==> src/rtl/mul_hi_sequencer_pkg.sv <==
// Shared types for the multi-pass MUL/MULH* sequencer.
// Op encodings, FSM states and operand split width.
package mul_pkg;

    localparam int XLEN = 32;
    localparam int HALF = 16;

    typedef enum logic [1:0] {
        MUL_OP_MUL    = 2'b00,
        MUL_OP_MULH   = 2'b01,
        MUL_OP_MULHSU = 2'b10,
        MUL_OP_MULHU  = 2'b11
    } mul_op_e;

    typedef enum logic [1:0] {
        IDLE,
        PASS,
        FIX,
        DONE
    } mul_state_e;

    function automatic logic op_a_signed(mul_op_e op);
        return (op == MUL_OP_MULH) || (op == MUL_OP_MULHSU);
    endfunction

    function automatic logic op_b_signed(mul_op_e op);
        return op == MUL_OP_MULH;
    endfunction

endpackage

==> src/rtl/mul_hi_sequencer_if.sv <==
// Request/response handshake bundle for the multiply sequencer.
// master = requester, slave = sequencer.
interface mul_hi_sequencer_if;
    import mul_pkg::*;

    logic            in_valid;
    logic            in_ready;
    logic [1:0]      in_op;
    logic [XLEN-1:0] in_a;
    logic [XLEN-1:0] in_b;
    logic            out_valid;
    logic            out_ready;
    logic [XLEN-1:0] out_result;

    modport master (
        output in_valid, in_op, in_a, in_b, out_ready,
        input  in_ready, out_valid, out_result
    );

    modport slave (
        input  in_valid, in_op, in_a, in_b, out_ready,
        output in_ready, out_valid, out_result
    );

endinterface

==> src/rtl/mul_hi_sequencer_sign_fix.sv <==
// Conditional two's-complement negate; used for |x| on the
// operands and for re-applying the sign to the accumulator.
module mul_sign_fix #(
    parameter int W = 64
) (
    input  logic [W-1:0] val_i,
    input  logic         neg_i,
    output logic [W-1:0] val_o
);

    assign val_o = neg_i ? (~val_i + W'(1)) : val_i;

endmodule

==> src/rtl/mul_hi_sequencer.sv <==
// Drives an external 32x32->32 multiplier through one pass (MUL)
// or four 16x16 passes (high products) plus a sign fix-up.
module mul_hi_sequencer
    import mul_pkg::*;
#(
    parameter int WIDTH    = 32,
    parameter bit FAST_MUL = 1'b1
) (
    input  logic             clk,
    input  logic             rst,
    mul_hi_sequencer_if.slave bus,
    output logic [XLEN-1:0]  mul_a,
    output logic [XLEN-1:0]  mul_b,
    input  logic [XLEN-1:0]  mul_prod
);

    if (WIDTH != XLEN) begin : g_width_check
        $error("mul_hi_sequencer: only WIDTH=32 is supported");
    end

    mul_state_e      state_q;
    mul_op_e         op_q;
    logic [1:0]      cnt_q;
    logic            neg_q;
    logic [XLEN-1:0] a_mag_q;
    logic [XLEN-1:0] b_mag_q;
    logic [63:0]     acc_q;
    logic [XLEN-1:0] res_q;
    logic            ovalid_q;
    logic [XLEN-1:0] mul_a_q;
    logic [XLEN-1:0] mul_b_q;

    mul_op_e         op_in;
    logic            a_neg_in;
    logic            b_neg_in;
    logic            neg_d;
    logic [XLEN-1:0] a_abs;
    logic [XLEN-1:0] b_abs;
    logic [63:0]     acc_fix;
    logic            accept;
    logic            fast;
    logic [XLEN-1:0] pa;
    logic [XLEN-1:0] pb;
    logic [63:0]     addend;

    assign op_in    = mul_op_e'(bus.in_op);
    assign a_neg_in = op_a_signed(op_in) & bus.in_a[XLEN-1];
    assign b_neg_in = op_b_signed(op_in) & bus.in_b[XLEN-1];
    assign neg_d    = a_neg_in ^ b_neg_in;

    mul_sign_fix #(.W(XLEN)) u_abs_a (
        .val_i (bus.in_a),
        .neg_i (a_neg_in),
        .val_o (a_abs)
    );

    mul_sign_fix #(.W(XLEN)) u_abs_b (
        .val_i (bus.in_b),
        .neg_i (b_neg_in),
        .val_o (b_abs)
    );

    mul_sign_fix #(.W(64)) u_fix_acc (
        .val_i (acc_q),
        .neg_i (neg_q),
        .val_o (acc_fix)
    );

    assign bus.in_ready   = !rst && (state_q == IDLE);
    assign bus.out_valid  = ovalid_q;
    assign bus.out_result = res_q;

    assign accept = bus.in_valid && bus.in_ready;
    assign fast   = FAST_MUL && (op_q == MUL_OP_MUL);

    // cnt[1] picks the A half, cnt[0] the B half
    always_comb begin
        pa     = cnt_q[1] ? XLEN'(a_mag_q[XLEN-1:HALF])
                          : XLEN'(a_mag_q[HALF-1:0]);
        pb     = cnt_q[0] ? XLEN'(b_mag_q[XLEN-1:HALF])
                          : XLEN'(b_mag_q[HALF-1:0]);
        if (fast) begin
            pa = a_mag_q;
            pb = b_mag_q;
        end
        addend = '0;
        unique case (cnt_q)
            2'd0:       addend = {32'b0, mul_prod};
            2'd1, 2'd2: addend = {16'b0, mul_prod, 16'b0};
            2'd3:       addend = {mul_prod, 32'b0};
            default:    addend = '0;
        endcase
    end

    assign mul_a = (state_q == PASS) ? pa : mul_a_q;
    assign mul_b = (state_q == PASS) ? pb : mul_b_q;

    always_ff @(posedge clk) begin
        if (rst) begin
            state_q  <= IDLE;
            op_q     <= MUL_OP_MUL;
            cnt_q    <= '0;
            neg_q    <= 1'b0;
            a_mag_q  <= '0;
            b_mag_q  <= '0;
            acc_q    <= '0;
            res_q    <= '0;
            ovalid_q <= 1'b0;
            mul_a_q  <= '0;
            mul_b_q  <= '0;
        end else begin
            mul_a_q <= mul_a;
            mul_b_q <= mul_b;
            unique case (state_q)
                IDLE: begin
                    if (accept) begin
                        op_q    <= op_in;
                        neg_q   <= neg_d;
                        a_mag_q <= a_abs;
                        b_mag_q <= b_abs;
                        acc_q   <= '0;
                        cnt_q   <= '0;
                        state_q <= PASS;
                    end
                end
                PASS: begin
                    if (fast) begin
                        res_q    <= mul_prod;
                        ovalid_q <= 1'b1;
                        state_q  <= DONE;
                    end else begin
                        acc_q <= acc_q + addend;
                        cnt_q <= cnt_q + 2'd1;
                        if (cnt_q == 2'd3) state_q <= FIX;
                    end
                end
                FIX: begin
                    acc_q    <= acc_fix;
                    res_q    <= (op_q == MUL_OP_MUL) ? acc_fix[31:0]
                                                     : acc_fix[63:32];
                    ovalid_q <= 1'b1;
                    state_q  <= DONE;
                end
                DONE: begin
                    if (bus.out_ready) begin
                        ovalid_q <= 1'b0;
                        state_q  <= IDLE;
                    end
                end
                default: state_q <= IDLE;
            endcase
        end
    end

endmodule
==> src/flat_wrapper.sv <==
// flat-port wrapper written by rule: the top's interface ports become plain ports
module mul_hi_sequencer_flat import mul_pkg::*;
#(
    parameter int WIDTH    = 32,
    parameter bit FAST_MUL = 1'b1
)
  (clk, rst, mul_a, mul_b, mul_prod, bus_in_valid, bus_in_op, bus_in_a, bus_in_b, bus_out_ready, bus_in_ready, bus_out_valid, bus_out_result);
  mul_hi_sequencer_if bus_i ();
  input  logic clk;
  input  logic rst;
  output logic [XLEN-1:0] mul_a;
  output logic [XLEN-1:0] mul_b;
  input  logic [XLEN-1:0] mul_prod;
  input wire logic [$bits(bus_i.in_valid)-1:0] bus_in_valid;
  input wire logic [$bits(bus_i.in_op)-1:0] bus_in_op;
  input wire logic [$bits(bus_i.in_a)-1:0] bus_in_a;
  input wire logic [$bits(bus_i.in_b)-1:0] bus_in_b;
  input wire logic [$bits(bus_i.out_ready)-1:0] bus_out_ready;
  output wire logic [$bits(bus_i.in_ready)-1:0] bus_in_ready;
  output wire logic [$bits(bus_i.out_valid)-1:0] bus_out_valid;
  output wire logic [$bits(bus_i.out_result)-1:0] bus_out_result;
  assign bus_i.in_valid = bus_in_valid;
  assign bus_i.in_op = bus_in_op;
  assign bus_i.in_a = bus_in_a;
  assign bus_i.in_b = bus_in_b;
  assign bus_i.out_ready = bus_out_ready;
  assign bus_in_ready = bus_i.in_ready;
  assign bus_out_valid = bus_i.out_valid;
  assign bus_out_result = bus_i.out_result;
  mul_hi_sequencer #(.WIDTH(WIDTH), .FAST_MUL(FAST_MUL)) u_core (.clk(clk), .rst(rst), .bus(bus_i), .mul_a(mul_a), .mul_b(mul_b), .mul_prod(mul_prod));
endmodule
==> config.mk <==
export PLATFORM = sky130hd
export DESIGN_NAME = mul_hi_sequencer_flat
export DESIGN_NICKNAME = d
export VERILOG_FILES = /design/src/rtl/mul_hi_sequencer_pkg.sv /design/src/rtl/mul_hi_sequencer_if.sv /design/src/rtl/mul_hi_sequencer_sign_fix.sv /design/src/rtl/mul_hi_sequencer.sv /design/src/flat_wrapper.sv
export SDC_FILE = /design/constraint.sdc
export NUM_CORES = 1
export LEC_CHECK = 0
export ABC_AREA = 1
export CORE_MARGIN = 2
export CORE_UTILIZATION = 50
export CTS_BUF_LIST = sky130_fd_sc_hd__clkbuf_4
export DETAILED_ROUTE_END_ITERATION = 10
export GPL_TIMING_DRIVEN = 0
export PLACE_DENSITY = 0.83
export SLEW_MARGIN = 5
export SYNTH_ARGS = -nofsm -noshare
export SYNTH_HDL_FRONTEND = slang
export SYNTH_SLANG_ARGS = --single-unit
==> constraint.sdc <==
create_clock -name clk -period 3.7 [get_ports clk]
set_input_delay 0.37 -clock clk [delete_from_list [all_inputs] [get_ports clk]]
set_output_delay 0.37 -clock clk [all_outputs]
set_load 0.1 [all_outputs]
==> metrics.txt <==
Die W=203 um; post-route ant nets=0; Syn-to-layout area delta=17.5%; post-synth cell types=46; Clock Latency Late Sink=approximately 0.8 ns; remaining global-route overflow=0; Post-synth EDFFs=0; clock skew=around 0.061 ns; Pwr Density=a little under 600 nW/um^2; Least-Margin Pin Slew=1.17 ns; Syn Inst Count=roughly 3500; total negative slack=0 ns; NetSw=about 7.6 mW; std cell rows=approximately 70; Final Max Slew Viols=0; clock slew at the register clock pins of the worst setup and hold paths=0.07 ns; setup ws final=~0.094 ns; part of the power in combinational logic=58.9%; WP data required=around 3.3 ns; met1 wire length=about 33 mm; outcome=finished clean; post-DP HPWL=~74 mm; layout filler cell count=approximately 4000; Flop pwr share=about a quarter; Primary FF master, synth=dfxtp_1; Seq/Total Area, Yosys=approximately a quarter; multi-input logic area=between 10000 and 15000 um^2; met2 wire length=roughly 40 mm; Max-cap violations=0; Hold Slack=about 0.038 ns; Final Critical Period=between 3 and 4 ns; CTS tree=done; Worst Path Class, Setup=reg -> out; hold-fix buffers at CTS=0; Die Ht=just over 200 um; IO Count=200; routed length per instance=21.1 um; die area=~41000 um^2; core box area=38800 um^2; async set-reset flop share out of synthesis=0%; CP endpoint kind=output port; cts bufs inserted=about 60; LEAKAGE=approximately 12 nW; Synth warnings=0; endpoints failing setup=0; Seq. cell area=roughly 4600 um^2; total track usage=a little over two fifths; Fmax achieved=277 MHz; number of global-route vias before repair=between 20000 and 25000; worst path arrival time=approximately 3.2 ns; Max-slew headroom=approximately 22%; mapped cell area=19800 um^2; H-tree depth=2; Max Root-Sink Buffers=3; Pint=5.91 mW; Worst Hold Class=in -> reg; top layer in use=met5; power share of the clock group=between 10% and 20%; nets@finish=between 3000 and 4000; CP max FO=10; flops & latches, synth=232; first-pass GRT wire length=135 mm; final wirelength=around 90 mm; DRC violations left=0; largest cells by area after synthesis=dfxtp_1, nand2_1, inv_1; critical path launch point type=register; Setup WS pre-CTS=-0.883 ns; Root Driver=clkbuf_4; syn nets=3674; top cell type's share of synthesized area=roughly a quarter; Starting Density=around 51%; pin count of the biggest net entering global routing=19; CTS sink cnt=232; Sw Share=56.2%; First-pass DRT Iterations=6; GP Congestion=1.18; port buffer count=slightly below 200; Final Cycle Share=between 90 and 100%; final count of hold timing violations=0; Peak VDD IR=~0.62 mV; Vias=~24000; Synth Area per Inst=roughly 5.7 um^2; Vias/cell=around 5.7; share of cells above drive strength 1=about 6.5%; routed wl met3=between 10 and 15 mm; initial antenna violation count=4; Iteration-0 DRC Markers=between 2000 and 3000; area leader, netlist=dfxtp_1
[area by class of cell]
| type | instances | area share [%] |
|---|---|---|
| multi-input combinational | 2545 | 53.9 |
| tap | 518 | 2.79 |
| sequential | 232 | 20.0 |
| clock buffer | 81 | 2.62 |
| timing repair buffer | 198 | 8.22 |
| clock inverter | 18 | 0.609 |
| buffer | 115 | 2.09 |
| inverter | 602 | 9.74 |
| antenna | 2 | 0.0216 |
[sequential cells by signal (all words and copies together) (netlist names), 2 cells and up]
name	flops
u_core.op_q	2
u_core.a_mag_q	32
u_core.mul_a_q	32
u_core.mul_b_q	32
u_core.cnt_q	2
u_core.b_mag_q	32
u_core.state_q	2
u_core.acc_q	64
u_core.bus.out_result	32
[layout by cell type (no fill, tap or decap), drive strengths merged, types with 2 or more instances in the layout]
master / n
o22ai: 69
nand3: 249
clkinv: 15
dlygate4sd2: 2
nor2: 369
nand2: 1019
o31ai: 4
nand3b: 18
nor4: 2
bufinv: 2
nand4: 34
mux2i: 13
a21boi: 16
a21oi: 239
o21bai: 20
a22oi: 10
clkdlybuf4s15: 35
o211ai: 9
clkbuf: 171
nor3b: 2
o21ai: 235
buf: 51
diode: 2
xnor2: 18
dfxtp: 232
a221oi: 3
a31oi: 8
ha: 75
nor3: 30
or2: 18
and2: 36
inv: 602
xor2: 44
clkdlybuf4s50: 134
[cell families (layout without fill, tap and decap cells)]
logic type | after synthesis | count (layout) | share of synthesized area, %
AO/OA/AOI/OAI | 616 | 616 | 16.9
XOR/XNOR | 62 | 62 | 2.75
adder cells (fa/ha/maj) | 76 | 76 | 4.85
buffers and inverters | 719 | 1014 | 13.8
flip-flops | 232 | 232 | 23.5
multiplexers | 13 | 13 | 0.658
other | 0 | 2 | 0
AND/OR/NAND/NOR | 1778 | 1778 | 37.5
[per-stage QoR]
step / cell area, um^2 / cells / total power, mW / utilization [%]
2_1_floorplan: 19800 / 3496 / 8.54 / -
3_3_place_gp: 22400 / 4212 / 11.0 / 57.7
3_5_place_dp: 22400 / 4212 / 11.0 / 57.7
4_1_cts: 23200 / 4309 / 13.2 / 59.6
5_1_grt: 23200 / 4310 / 14.0 / 59.8
6_report: 23200 / 4311 / 13.5 / 59.8
[layer usage]
metal,vias to the layer above,global-route usage (%)
met3,377,10.8
met4,6,30.6
met1,11000,50.2
met2,1420,70.5
met5,-,0
li1,11600,-
[power by group through the flow]
stage	logic, mW	clock network, mW	registers [mW]
6_report	7.96	2.27	3.27
5_1_grt	8.34	2.41	3.31
4_1_cts	7.70	2.26	3.25
3_5_place_dp	7.71	0	3.30
3_3_place_gp	7.71	0	3.29
2_1_floorplan	3.97	0	4.57
[worst paths after layout]
kind / from / slack (ns) / depth (start not counted) / endpoint
hold reg to reg: u_core.a_mag_q[13] / 0.47 / 2 / u_core.a_mag_q[13]
hold / removal: rst / 0.04 / 3 / u_core.a_mag_q[17]
setup / recovery: u_core.state_q[1] / 0.09 / 8 / mul_a[5]
setup reg to reg: u_core.cnt_q[0] / 0.13 / 17 / u_core.acc_q[52]
[critical path: stages, from the launching register on]
cell and delay, ns:
dfxtp_1 0.39, inv_1 0.12, ha_1 0.28, inv_2 0.08, buf_2 0.29, clkbuf_1 0.43, nand2_1 0.11, o21ai_0 0.20
buf_2 0.54
[Yosys cell counts, types with 2 or more instances]
master / count
dfxtp_1: 232
nor2_8: 3
nor2_1: 362
ha_1: 75
a21oi_1: 239
nand2_1: 1014
nor3b_1: 2
mux2i_1: 13
nand3b_1: 18
nor3_1: 30
clkinv_1: 2
nand3_1: 249
o211ai_1: 9
a221oi_1: 3
o21ai_1: 11
xnor2_1: 18
buf_2: 15
xor2_1: 44
and2_1: 36
nor4_1: 2
clkbuf_1: 87
inv_2: 6
a22oi_1: 10
buf_1: 12
inv_1: 594
o31ai_1: 4
a21boi_0: 14
nor2_2: 2
o22ai_1: 69
or2_2: 17
nand4_1: 34
o21ai_0: 224
a21boi_1: 2
a31oi_1: 8
nand2_2: 4
nor2_4: 2
buf_6: 2
o21bai_1: 20
[what timing repair did]
item | CTS | global route
setup endpoints to repair | 111 | 90
gates resized for setup | 265 | 74
pin swaps | 0 | 2
setup buffers | 0 | 0
endpoints found under the hold margin | 0 | 0
gates cloned | 0 | 0
Note: power is estimated with default switching activity, not from simulation.
